===== src/rtl/vga_char_bouncer.sv =====
// Moves a CHAR_W x CHAR_H box one step per video frame and bounces it off the active-area edges.
// Latency: frame_tick 3 cycles after the first low vsync sample; position/colour update 1 cycle after frame_tick.
// No backpressure: free-running; run_en=0 freezes position and colour while frame_tick keeps pulsing.
module vga_char_bouncer #(
    parameter int H_ACTIVE   = 640,
    parameter int V_ACTIVE   = 480,
    parameter int CHAR_W     = 64,
    parameter int CHAR_H     = 16,
    parameter int STEP_X     = 2,
    parameter int STEP_Y     = 1,
    parameter int X_INIT     = 0,
    parameter int Y_INIT     = 0,
    parameter int COLOR_INIT = 1
) (
    input  logic       sys_clk,
    input  logic       sys_rst_n,
    input  logic       vsync,
    input  logic       run_en,
    output logic [9:0] char_x_start,
    output logic [9:0] char_x_end,
    output logic [9:0] char_y_start,
    output logic [9:0] char_y_end,
    output logic [3:0] char_color,
    output logic       frame_tick,
    output logic       corner_hit
);

    localparam logic [10:0] X_MAX   = 11'(H_ACTIVE - CHAR_W);
    localparam logic [10:0] Y_MAX   = 11'(V_ACTIVE - CHAR_H);
    localparam logic [9:0]  X_MAX10 = 10'(H_ACTIVE - CHAR_W);
    localparam logic [9:0]  Y_MAX10 = 10'(V_ACTIVE - CHAR_H);
    localparam logic [10:0] SX      = 11'(STEP_X);
    localparam logic [10:0] SY      = 11'(STEP_Y);
    localparam logic [9:0]  W_M1    = 10'(CHAR_W - 1);
    localparam logic [9:0]  H_M1    = 10'(CHAR_H - 1);

    logic       vs_s1_q, vs_s2_q, vs_d_q;
    logic [1:0] smp_q;
    logic       armed_q;
    logic       tick_q;

    logic [9:0] x_q, y_q, x_end_q, y_end_q;
    logic [9:0] x_d, y_d, x_end_d, y_end_d;
    logic       dir_x_q, dir_y_q, dir_x_d, dir_y_d;
    logic [3:0] color_q, color_d;
    logic       corner_q;
    logic       bx, by, upd;
    logic [10:0] x_ext, y_ext, x_sum, y_sum, x_dif, y_dif;

    // vsync synchronizer and falling-edge detector. The reset value of the
    // synchronizer is not a real sample, so the detector only arms once a
    // genuinely sampled high vsync has been seen: a vsync already low at
    // reset release cannot produce a spurious tick.
    always_ff @(posedge sys_clk or negedge sys_rst_n) begin
        if (!sys_rst_n) begin
            vs_s1_q <= 1'b1;
            vs_s2_q <= 1'b1;
            vs_d_q  <= 1'b1;
            smp_q   <= 2'b00;
            armed_q <= 1'b0;
            tick_q  <= 1'b0;
        end else begin
            vs_s1_q <= vsync;
            vs_s2_q <= vs_s1_q;
            vs_d_q  <= vs_s2_q;
            smp_q   <= {smp_q[0], 1'b1};
            if (smp_q[1] && vs_s2_q) begin
                armed_q <= 1'b1;
            end
            tick_q  <= armed_q & vs_d_q & ~vs_s2_q;
        end
    end

    // Next position, direction and colour; 11-bit math keeps the edge tests free of wrap-around.
    always_comb begin
        x_ext   = {1'b0, x_q};
        y_ext   = {1'b0, y_q};
        x_sum   = x_ext + SX;
        y_sum   = y_ext + SY;
        x_dif   = x_ext - SX;
        y_dif   = y_ext - SY;
        x_d     = x_q;
        y_d     = y_q;
        dir_x_d = dir_x_q;
        dir_y_d = dir_y_q;
        bx      = 1'b0;
        by      = 1'b0;
        if (!dir_x_q) begin
            if (x_sum >= X_MAX) begin
                x_d = X_MAX10; dir_x_d = 1'b1; bx = 1'b1;
            end else begin
                x_d = 10'(x_sum);
            end
        end else begin
            if (x_ext <= SX) begin
                x_d = '0; dir_x_d = 1'b0; bx = 1'b1;
            end else begin
                x_d = 10'(x_dif);
            end
        end
        if (!dir_y_q) begin
            if (y_sum >= Y_MAX) begin
                y_d = Y_MAX10; dir_y_d = 1'b1; by = 1'b1;
            end else begin
                y_d = 10'(y_sum);
            end
        end else begin
            if (y_ext <= SY) begin
                y_d = '0; dir_y_d = 1'b0; by = 1'b1;
            end else begin
                y_d = 10'(y_dif);
            end
        end
        color_d = color_q + {3'b000, (bx | by)};
        x_end_d = x_d + W_M1;
        y_end_d = y_d + H_M1;
        upd     = tick_q & run_en;
    end

    // Box state and output registers, advanced only on an enabled frame tick.
    always_ff @(posedge sys_clk or negedge sys_rst_n) begin
        if (!sys_rst_n) begin
            x_q      <= 10'(X_INIT);
            y_q      <= 10'(Y_INIT);
            x_end_q  <= 10'(X_INIT + CHAR_W - 1);
            y_end_q  <= 10'(Y_INIT + CHAR_H - 1);
            dir_x_q  <= 1'b0;
            dir_y_q  <= 1'b0;
            color_q  <= 4'(COLOR_INIT);
            corner_q <= 1'b0;
        end else if (upd) begin
            x_q      <= x_d;
            y_q      <= y_d;
            x_end_q  <= x_end_d;
            y_end_q  <= y_end_d;
            dir_x_q  <= dir_x_d;
            dir_y_q  <= dir_y_d;
            color_q  <= color_d;
            corner_q <= bx & by;
        end else begin
            corner_q <= 1'b0;
        end
    end

    assign char_x_start = x_q;
    assign char_x_end   = x_end_q;
    assign char_y_start = y_q;
    assign char_y_end   = y_end_q;
    assign char_color   = color_q;
    assign frame_tick   = tick_q;
    assign corner_hit   = corner_q;

endmodule


===== config.mk =====
export PLATFORM = sky130hd
export DESIGN_NAME = vga_char_bouncer
export DESIGN_NICKNAME = d
export VERILOG_FILES = /design/src/rtl/vga_char_bouncer.sv
export SDC_FILE = /design/constraint.sdc
export NUM_CORES = 1
export LEC_CHECK = 0
export ABC_AREA = 1
export ABC_CLOCK_PERIOD_IN_PS = 3720
export BUFFER_PORTS_ARGS = -buffer_cell sky130_fd_sc_hd__buf_2
export CAP_MARGIN = 15
export CORE_ASPECT_RATIO = 0.7
export CORE_MARGIN = 2
export CORE_UTILIZATION = 35
export DETAILED_ROUTE_END_ITERATION = 16
export GPL_ROUTABILITY_DRIVEN = 0
export SYNTH_ARGS = -nofsm -noshare
export SYNTH_HDL_FRONTEND = slang
export SYNTH_SLANG_ARGS = --single-unit

===== constraint.sdc =====
create_clock -name sys_clk -period 3.72 [get_ports sys_clk]
set_input_delay 0.372 -clock sys_clk [delete_from_list [all_inputs] [get_ports sys_clk]]
set_output_delay 0.372 -clock sys_clk [all_outputs]
set_load 0.005 [all_outputs]

# Word-level counts from Yosys, hierarchy flattened
# Cells that the tools add are included.
# word_totals
latchBits	0
elab_cells	49
mem_count	0
rom_bits	0
ramBits	0
inputBits	4
out_inout_bits	46
ff_bits	54
# op_classes
n_mul	0
magnitude_cmp	4
n_addsub	7
div	0
bitwise	6
mux	17
n_shift	0
eq_ne	0
reduce_logical	1
# ops
op	n
10-bit 2-to-1 mux	6
10-bit by 1-bit adder with 11-bit output (second input constant)	1
10-bit by 2-bit adder with 11-bit output (second input constant)	1
11-bit by 10-bit >= comparator with 1-bit output (second input constant)	1
11-bit by 9-bit >= comparator with 1-bit output (second input constant)	1
1-bit 2-to-1 mux	11
10-bit by 4-bit adder with 10-bit output (second input constant)	1
10-bit by 6-bit adder with 10-bit output (second input constant)	1
10-bit by 1-bit less-or-equal comparator with 1-bit output (second input constant)	1
10-bit by 2-bit less-or-equal comparator with 1-bit output (second input constant)	1
10-bit by 1-bit subtractor with 10-bit output (second input constant)	1
10-bit by 2-bit subtractor with 10-bit output (second input constant)	1
4-bit by 1-bit adder with 4-bit output	1
1-bit AND	4
1-bit logical AND	1
1-bit NOT	1
1-bit OR	1

# Depth between registers and ports, before layout
# Gate-level depths: netlist of the first run.
# logic_depth
ltp_word	6
mapped_depth	19
depth_no_buf	19

# Least setup slack after synthesis of the first run
# OpenSTA, ideal clock, no wires.
# synth_timing
path_type	register to register
startpoint	register y_q[0] (netlist: char_y_start[0])
endpoint	register y_end_q[6] (netlist: char_y_end[6])
stages_incl_launch_ff	16
required_time_ps	3602
synth_period_minus_slack_ps	2258
t_arrival_ps	2140
setup_time_ps	118
path_slack_ps	1462
path_buffers	0
path_cell_list	dfrtp_1 ha_1 nand2_1 nor2_2 nand3_1 nand2_2 nor2_4 a21oi_2 nand2_1 nand2_1 nand2_1 ha_1 nand2_1 nand3_1 nand3_1 nand2_1
# synth_between
elab_chain_len	5
elab_cells_between_ends	8
cone_classes	3 x add/sub; 2 x order compare; 3 x mux
# synth_lines
item	line	rtl
start, declared	42	logic [9:0] x_q, y_q, x_end_q, y_end_q;
start signal, assigned	124	y_q <= 10'(Y_INIT);
start signal, assigned	133	y_q <= y_d;
10-bit by 1-bit adder with 11-bit output	79	y_sum = y_ext + SY;
11-bit by 9-bit >= comparator with 1-bit output	102	if (y_sum >= Y_MAX) begin
10-bit 2-to-1 mux	102	
10-bit 2-to-1 mux (*)	101	if (!dir_y_q) begin
10-bit by 4-bit adder with 10-bit output (*)	116	y_end_d = y_d + H_M1;
end signal, assigned	126	y_end_q <= 10'(Y_INIT + CHAR_H - 1);
end signal, assigned	135	y_end_q <= y_end_d;
end, declared	42	
# Every way passes the cells marked *; elsewhere a longest branch is shown, timed or not.
# A chain may end at the register's enable or synchronous reset.

# Worst setup path in the final report of the first run
# layout_timing
startpoint	register y_q[0] (netlist: char_y_start[0])
endpoint	register y_end_q[8] (netlist: char_y_end[8])
# Same word-level chain as after synthesis.

==> flow_metrics.tcl, run 1 <==
set metrics [dict create \
    hp-class "input port to asynchronous set/reset pin" \
    tns_ns 0 \
    grt_pass1_vias 2977 \
    via_per_inst 4.98 \
    postCtsHoldBufs 0 \
    clk_latency_ns 0.29 \
    drtAntennaViolNets 0 \
    synth_cell_types 40 \
    firstDrtPassIters 5 \
    finalHoldWorstSlack_ns 0.175 \
    grt_pass1_wl_mm 14.8 \
    path_max_fanout 7 \
    drive_above_1_share_pct 21.8 \
    ys_warn_count 0 \
    antenna_found_initial 0 \
    irDropWorstVdd_v 0.000223 \
    fin_nets 541 \
    hold_viol_final 0 \
    post-dp-hpwl_mm 6.79 \
    path_clk_slew_ns 0.07 \
    skew_ns 0.00254 \
    cts_resized 0 \
    die_width_um 124 \
    crit_path_end "char_y_end[8]" \
    post_cts_buffers 0 \
    synthArstFlopShare_pct 100 \
    cts_tree "done" \
    clock_sinks 54 \
    clockBufferDepth 2 \
    dieArea_sq_mm 0.0109 \
    crit_path_start_kind "flip-flop" \
    seq_area_frac_synth_pct 38.9 \
    synth_edf_count 0 \
    cp-startpoint "char_y_start[0]" \
    finalCriticalPeriod_ns 2.66 \
    coreArea_sq_mm 0.00972 \
    rsz0062_at_grt "false" \
    vias 3265 \
    crit_path_end_kind "flip-flop" \
    worstReg2RegEnd "char_y_end[8]" \
    synthFlopType "dfrtp_1" \
    regToRegSetupSlack_ns 1.06 \
    drc 0 \
    layout_commonest_cell "nand2_1" \
    n_fill_cell 990 \
    drv_cap 0 \
    port_buffers 49 \
    slew_violations 0 \
    detail_route.iter0.violations 252 \
    crit_arrival_ns 2.83 \
    stdcell_area_sq_mm 0.00405 \
    synth_cells 480 \
    required_ns 3.89 \
    grt.total_usage_pct 17.5 \
    status "finished, final reports clean" \
    wl_mm 8.96 \
    fmax_mhz 376 \
    numCtsBuffers 5 \
    mostFrequentLayoutCells "nand2_1 (142), inv_1 (49), buf_2 (49)" \
    area_growth_pct 15.1 \
    rr_worst_depth 15 \
    power_density_mw_per_mm2 918 \
    synth_area_sq_mm 0.00352 \
    fin_crit_sh_pct 71.5 \
    root_buffer "clkbuf_16" \
    overflow 0 \
    grt_max_degree 38 \
    cts_htree_levels 2 \
    r2r-start "char_y_start[0]" \
    crit_type "flip-flop to flip-flop" \
    dpl_cell_area_sq_mm 0.00389 \
    diodes 0 \
    power.leakage_uw 0.00204 \
    wl_per_cell_um 13.7 \
    tightest_slew_ns 0.838 \
    ys_ff_latch 54 \
    synth_area_per_cell_sq_um 7.34 \
    start_util_pct 36.2 \
    rows 30 \
    slew-limit-headroom_pct 44.1 \
    io_pins 50 \
    die_h_um 87.9 \
    syn_nets 494 \
    setup_violations 0 \
]
stage by stage:
stage	utilization (%)	total power, uW	setup slack, ns	std cells
after detailed placement	40.0	3180	1.11	648
after global placement	40.0	3160	1.19	648
final	41.7	3720	1.06	656
after global routing	41.7	4090	0.725	656
after CTS	41.7	3740	1.08	656
after floorplan	-	2550	1.46	480
cell families (layout without fill, tap and decap cells):
kind of cell / count (synthesis) / count (layout) / share of synthesized area, %
other: 1 / 1 / 0.107
XOR/XNOR: 20 / 20 / 4.98
AO/OA/AOI/OAI: 58 / 58 / 9.77
buffers and inverters: 67 / 115 / 7.71
adder cells (fa/ha/maj): 10 / 10 / 3.55
AND/OR/NAND/NOR: 270 / 270 / 35.0
flip-flops: 54 / 54 / 38.9
how the worst min path moves through the flow:
stage,start,to,slack [ns],depth (start not counted)
after global placement,smp_q[0],smp_q[1],0.33,0
after detailed placement,smp_q[0],smp_q[1],0.34,0
after global routing,vsync,vs_s1_q,0.16,1
after CTS,vsync,vs_s1_q,0.17,1
final,sys_rst_n,smp_q[0],0.18,1
after floorplan,sys_rst_n,armed_q,0.08,0
synth_stat cells (2+ instances only):
cell      instances  area [sq um]
o21ai_1           5          25.0
nand3_4           2          35.0
nor3_1            4          20.0
nor2_4            3          33.8
nor2_2            8          50.1
dfrtp_1          40          1000
nand3_1          34           170
buf_6             2          22.5
o21ai_0          30           150
inv_2             5          18.8
o21bai_1          3          22.5
a31oi_1           7          43.8
o21a_1            2          15.0
nor2_1           46           173
ha_1             10           125
a21oi_1           3          15.0
xnor2_1           2          17.5
a21oi_2           2          17.5
nand2_2          11          68.8
dfstp_2          14           368
clkbuf_1          8          30.0
inv_1            49           184
nand4_1          12          75.1
xor2_1           18           158
nand2_1         142           533
nand3_2           4          40.0
critical path, cell delays in order (launching register included):
cell     delay, ns
dfrtp_1       0.48
ha_1          0.30
nand2_1       0.11
nor2_2        0.13
nand2_1       0.06
nand2_1       0.14
a21oi_2       0.08
a21oi_2       0.21
nand2_1       0.07
nand2_1       0.11
nand2_1       0.14
ha_1          0.26
nand2_1       0.19
nand3_1       0.10
nand2_1       0.09
nand3_1       0.07
where the power goes:
group / internal (uW) / leakage, uW / switching [uW] / total [uW]
Sequential: 840 / 0.000653 / 280 / 1120
Clock: 318 / 0.0000771 / 216 / 534
Combinational: 728 / 0.00131 / 1340 / 2070
final cells by class:
cell class,count,area [sq um],share of cell area [%]
clock buffer,6,129,3.18
clock inverter,2,37.5,0.926
inverter,54,203,5.00
multi-input combinational,359,1880,46.4
sequential,54,1370,33.8
tap,128,160,3.95
timing repair buffer,53,275,6.79
state kept, by name, indices dropped and copies added (netlist names):
name,flops
char_color,4
char_x_end,10
vs_d_q,1
frame_tick,1
smp_q,2
char_y_start,10
corner_hit,1
dir_y_q,1
vs_s1_q,1
char_x_start,10
char_y_end,10
armed_q,1
vs_s2_q,1
dir_x_q,1
metal layers:
metal | global-route usage (%) | vias up | part of all wire [%]
met5 | 0 | - | 0
met4 | 3.10 | 0 | 0.81
met3 | 4.23 | 13 | 7.7
met2 | 23.5 | 110 | 38
met1 | 28.0 | 1506 | 53
li1 | - | 1636 | -
Power figures use the tool's default switching activity.
==> run 2: changes to the inputs <==
Settings changed: ABC_AREA 1 to 0, ABC_CLOCK_PERIOD_IN_PS 3720 to 2200.
Clock period 3.72 ns to 2.2 ns, I/O delays scaled along.
==> run 2 against run 1 <==
Effect of this change:
- the run now ends with negative setup slack left
- count of clock-buffer cells in the layout did not move
- first-iteration DRC count is 67% higher
- clock skew up 0.0021 ns
- hold slack worse by 0.16 ns
- setup slack lost 1.6 ns
- sequential power rose by 47%
- critical endpoint is now char_y_end[9]
==> flow_metrics.tcl, run 2 <==
set metrics [dict create \
    power_density_mw_per_mm2 1390 \
    synth_edf_count 0 \
    fin_nets 655 \
    start_util_pct 36.3 \
    numCtsBuffers 5 \
    synth_area_sq_mm 0.00378 \
    skew_ns 0.00467 \
    crit_path_end_kind "flip-flop" \
    fmax_mhz 366 \
    finalHoldWorstSlack_ns 0.0151 \
    grt_max_degree 41 \
    drc 0 \
    p_comb_share_pct 70.9 \
    hold_depth 1 \
    finalCriticalPeriod_ns 2.73 \
    clkPwrFrac_pct 10.5 \
    port_buffers 49 \
    slew-limit-headroom_pct 42.7 \
    coreArea_sq_mm 0.0104 \
    drv_cap 0 \
    synth_cell_types 76 \
    dp.cells 726 \
    p_seq_share_pct 18.6 \
    status "finished, violations left" \
    syn_nets 457 \
    utilization_pct 60.9 \
    required_ns 2.42 \
    power.internal_uw 5090 \
    synth_cells 443 \
    drive_above_1_share_pct 59.8 \
    die_h_um 91.0 \
    cp_cell_sequence "buf_6, inv_4, ha_2, nor2_4, buf_6, nor3_4, buf_4, o22a_1, a311oi_4, o21ai_2, or4_4, a31oi_1" \
    synth_common_cells "nand2_1 (80), dfrtp_1 (40), o21ai_0 (35)" \
    power_uw 8850 \
    vias 4328 \
    ys_top_cells_by_area "dfrtp_1 (26%), dfstp_2 (9.7%), nand2_1 (7.9%)" \
    synth_top_area_share_pct 26.4 \
    mostFrequentLayoutCells "buf_4 (144), nand2_1 (68), buf_2 (49)" \
    crit_top_cell "buf_6" \
    power.leakage_uw 0.00279 \
    rows 31 \
    cp-startpoint "char_y_start[1]" \
    wl_mm 14.2 \
    antenna_found_initial 0 \
    ys_ff_latch 54 \
    synthArstFlopShare_pct 100 \
    grt.total_usage_pct 23.3 \
    via_per_inst 5.59 \
    wl_per_cell_um 18.4 \
    whs_endpoint "vs_s1_q" \
    diodes 0 \
    io_pins 50 \
    area_growth_pct 67.8 \
    min_from "vsync" \
    slew_violations 0 \
    crit_path_start_kind "flip-flop" \
    fin_ws_ns -0.535 \
    regToRegSetupSlack_ns -0.53 \
    rsz0062_at_grt "true" \
    grt_pass1_wl_mm 21.6 \
    path_clk_slew_ns 0.07 \
    synth_area_per_cell_sq_um 8.54 \
    crit_type "flip-flop to flip-flop" \
    clock_sinks 54 \
    hp-class "input port to flip-flop" \
    grt_pass1_vias 4010 \
    violations "negative setup slack" \
    tns_ns -8.53 \
    synth_top_cell_by_area "dfrtp_1" \
    layout_commonest_cell "buf_4" \
    final_cells 774 \
    cts_htree_levels 2 \
    irDropWorstVdd_v 0.000556 \
    root_buffer "clkbuf_16" \
    slowest_delay_ns 0.49 \
    dieArea_sq_mm 0.0117 \
    fin_crit_sh_pct 124 \
    crit_arrival_ns 2.96 \
    post-dp-hpwl_mm 9.73 \
    clk_latency_ns 0.30 \
    setup_violations 32 \
    clockBufferDepth 2 \
    detail_route.iter0.violations 421 \
    tightest_slew_ns 0.860 \
    die_width_um 128 \
    drtAntennaViolNets 0 \
    swShare_pct 42.5 \
    yosys.cell_count.top_type "nand2_1" \
    overflow 0 \
    hold_viol_final 0 \
    rr_worst_depth 12 \
    worstReg2RegEnd "char_y_end[9]" \
    seq_area_frac_synth_pct 36.2 \
    ys_warn_count 0 \
    cts_tree "done" \
    firstDrtPassIters 5 \
    p_switching_uw 3760 \
    path_max_fanout 7 \
    crit_path_top_delay_cell "or4_4" \
    r2r-start "char_y_start[1]" \
    synthFlopType "dfrtp_1" \
]
## run 2: changes by cell type after synthesis, sizes merged, moves of 6 or more
| cell | previous run | this run |
|---|---|---|
| xor2 | 18 | 8 |
| buf | 5 | 18 |
| nor3 | 5 | 12 |
| inv | 54 | 10 |
| nand2 | 154 | 80 |
| o31ai | 0 | 7 |
| nand4 | 12 | 5 |
| xnor2 | 2 | 15 |
| o21ai | 36 | 43 |
| o211ai | 2 | 9 |
| nand3 | 40 | 21 |
| clkbuf | 8 | 14 |
| nor2 | 57 | 34 |
## run 2: worst max path at each step
stage                          endpoint  slack [ns]  cells after the start
after global placement    char_x_end[9]       -0.45                     10
after CTS                 char_x_end[8]       -0.42                     13
after floorplan           char_x_end[8]       -0.43                     13
after detailed placement  char_y_end[9]       -0.49                      9
after global routing      char_x_end[8]       -0.63                     10
final                     char_y_end[9]       -0.53                     12
## run 2: power by group through the flow
stage	sequential [uW]	combinational [uW]	clock (uW)
floorplan	1630	2530	0
global placement	1620	4520	0
detailed placement	1630	4610	0
CTS	1630	5320	944
global route	1690	6680	991
finish	1650	6270	928
## run 2: final cells by class
class | count | area, sq um
Sequential cell | 54 | 1380
Clock buffer | 6 | 129
Fill cell | 799 | 4080
Multi-Input combinational cell | 347 | 2920
Clock inverter | 2 | 37.5
Tap cell | 132 | 165
Timing Repair Buffer | 223 | 1680
Inverter | 10 | 45.0
## run 2: routing by layer
layer	share of wire, %	global-route usage, %
met2	44	33.0
met1	47	35.7
met3	7.6	5.54
met4	1.7	4.85
met5	0	0
## run 2: critical path: cells and delay by family (launching register included)
kind	cells	cell delay [ns]
AOI/OAI and AO/OA	4	0.85
adders and majority gates	1	0.18
buffers and inverters	4	0.49
DFF	1	0.41
and+or+nand+nor	3	0.74
## run 2: logic make-up (layout without fill, tap and decap cells)
family	Yosys count	after routing	synth area share, %
AND/OR/NAND/NOR	187	187	24.9
AO/OA/AOI/OAI	125	125	24.3
flip-flops	54	54	36.2
buffers and inverters	42	241	5.62
XOR/XNOR	23	23	5.32
adder cells (fa/ha/maj)	10	10	3.31
other	1	1	0.0991
multiplexers	1	1	0.297
## run 2: repair_timing
item	in CTS	in global routing
hold endpoints to repair	14	0
setup buffers	17	25
endpoints found under the setup margin	30	37
gates resized for setup	56	94
pin swaps	33	49
cloned	0	0
hold buffers	1	0
## run 2: stage by stage
step | worst slack, ns | instance area (sq um)
2_1_floorplan | -0.429 | 3990
3_3_place_gp | -0.455 | 5220
3_5_place_dp | -0.488 | 5220
4_1_cts | -0.419 | 5810
5_1_grt | -0.630 | 6350
6_report | -0.535 | 6350
==> run 3: changes to the inputs <==
Settings changed: CORE_UTILIZATION 35 to 25, CTS_BUF_LIST set to sky130_fd_sc_hd__clkbuf_4 sky130_fd_sc_hd__clkbuf_8 sky130_fd_sc_hd__clkbuf_16.
==> run 3 against run 2 <==
Effect of this change:
- critical path type unchanged
- combinational power rose by 5.3%
- the run still ends with negative setup slack left
- clock power fell by 9.8%
- register-to-register slack got worse by 0.06 ns
- global-route usage fell by 5.4 points
- sequential cell count did not move
- setup slack got worse by 0.060 ns
- count of clock-buffer cells in the layout did not move
- design area rose by 4.0%
- clock skew rose by 0.0054 ns
- final cell count rose by 10%
==> flow_metrics.tcl, run 3 (synthesized netlist as in run 2, its figures left out) <==
set metrics [dict create \
    port_buffers 49 \
    rr_worst_depth 13 \
    grt_pass1_wl_mm 22.5 \
    coreArea_sq_mm 0.0148 \
    hold_viol_final 0 \
    clock_sinks 54 \
    drc 0 \
    p_switching_uw 3880 \
    regToRegSetupSlack_ns -0.59 \
    path_max_fanout 5 \
    power_density_mw_per_mm2 1380 \
    io_pins 50 \
    clockBufferDepth 2 \
    skew_ns 0.0101 \
    crit_path_end_kind "flip-flop" \
    slew-limit-headroom_pct 37.1 \
    wl_mm 15.3 \
    tns_ns -8.86 \
    setup_violations 30 \
    cts_tree "done" \
    wl_per_cell_um 17.9 \
    grt_pass1_vias 4197 \
    die_h_um 107 \
    slowest_delay_ns 0.52 \
    fin_ws_ns -0.595 \
    dieArea_sq_mm 0.0162 \
    violations "negative setup slack" \
    clkPwrFrac_pct 9.2 \
    cp_cell_sequence "ha_4, a211o_1, a211oi_2, o21bai_4, o21ai_4, nand2_2, nand2_2, ha_4, o21ai_2, a31o_4, nor4_4, or4b_4, nand3_2" \
    drive_above_1_share_pct 61.0 \
    power.leakage_uw 0.00289 \
    drv_cap 0 \
    crit_type "flip-flop to flip-flop" \
    grt_max_degree 51 \
    diodes 0 \
    power.internal_uw 5230 \
    root_buffer "clkbuf_16" \
    fin_crit_sh_pct 127 \
    clk_latency_ns 0.31 \
    finalHoldWorstSlack_ns 0.0130 \
    antenna_found_initial 0 \
    p_seq_share_pct 18.4 \
    grt.total_usage_pct 17.9 \
    irDropWorstVdd_v 0.000487 \
    mostFrequentLayoutCells "buf_4 (148), nand2_1 (63), buf_2 (49)" \
    detail_route.iter0.violations 353 \
    p_comb_share_pct 72.4 \
    hold_depth 1 \
    fin_nets 670 \
    crit_path_top_delay_cell "or4b_4" \
    start_util_pct 25.6 \
    firstDrtPassIters 5 \
    slew_violations 0 \
    area_growth_pct 74.6 \
    hp-class "input port to flip-flop" \
    overflow 0 \
    drtAntennaViolNets 0 \
    via_per_inst 5.18 \
    die_width_um 151 \
    finalCriticalPeriod_ns 2.79 \
    crit_path_start_kind "flip-flop" \
    path_clk_slew_ns 0.07 \
    crit_arrival_ns 3.04 \
    rows 37 \
    rsz0062_at_grt "true" \
    required_ns 2.44 \
    vias 4417 \
    fmax_mhz 358 \
    numCtsBuffers 5 \
    layout_commonest_cell "buf_4" \
    status "finished, violations left" \
    cts_htree_levels 2 \
    tightest_slew_ns 0.943 \
    post-dp-hpwl_mm 10.2 \
    swShare_pct 42.6 \
]
[run 3: cell types whose count changed in the layout (fill, tap and decap cells not counted), moves of 3 or more]
cell / before / now
o21ai_1: 11 / 17
nand2_2: 10 / 13
buf_6: 27 / 38
nor3_4: 4 / 1
xnor2_1: 13 / 9
nand2_1: 68 / 63
xnor2_2: 2 / 6
nor3_1: 4 / 7
ha_2: 4 / 0
buf_4: 144 / 148
nor2_1: 20 / 23
o21ai_0: 17 / 10
[run 3: final cells by class]
cell class                      count  area, sq um
Fill cell                        1342         8160
Multi-Input combinational cell    347         2960
Timing Repair Buffer              238         1830
Sequential cell                    54         1380
Tap cell                          195          244
Clock buffer                        6          133
Inverter                           10         45.0
Clock inverter                      2         13.8
[run 3: stage by stage]
step	total power, uW	util, %	worst slack (ns)	instance area (sq um)	cells
floorplan	4160	-	-0.429	3990	443
detailed placement	6340	36.3	-0.538	5360	797
global placement	6270	36.3	-0.493	5360	797
finish	9110	44.8	-0.595	6610	852
CTS	8210	41.4	-0.437	6110	835
global route	9630	44.8	-0.687	6610	852
[run 3: timing repair]
action	CTS	global route
setup endpoints to repair	32	40
cloned	0	0
pin swaps	48	66
setup buffers	30	23
resized for setup	86	86
hold buffers	1	0
endpoints found under the hold margin	42	0
[run 3: worst max-delay path, delay by kind of cell, from the launching register on]
kind                       cells  cell delay [ns]
AOI/OAI and AO/OA              6             1.07
and+or+nand+nor                5             0.85
DFF                            1             0.45
adders and majority gates      2             0.35
[run 3: routing by layer]
layer / global-route usage (%) / vias to the layer above / wire length, um / share of wire, %
li1: - / 2022 / - / -
met1: 25.8 / 2164 / 6880 / 45
met2: 25.9 / 195 / 6780 / 44
met3: 5.36 / 36 / 1270 / 8.3
met4: 5.01 / 0 / 351 / 2.3
met5: 0 / - / 0 / 0
[run 3: power by group through the flow]
stage / combinational (uW) / clock (uW) / sequential, uW
after floorplan: 2530 / 0 / 1630
after global placement: 4630 / 0 / 1650
after detailed placement: 4680 / 0 / 1660
after CTS: 5670 / 871 / 1670
after global routing: 7010 / 898 / 1730
final: 6600 / 837 / 1680
[run 3: worst paths after layout]
| check | end | start |
|---|---|---|
| min in group asynchronous | smp_q[0] | sys_rst_n |
| hold / removal | vs_s1_q | vsync |
| hold reg to reg | smp_q[1] | smp_q[0] |
| max in group asynchronous | char_x_end[0] | sys_rst_n |
| setup / recovery | char_x_end[8] | char_x_start[2] |
| setup reg to reg | char_x_end[8] | char_x_start[2] |
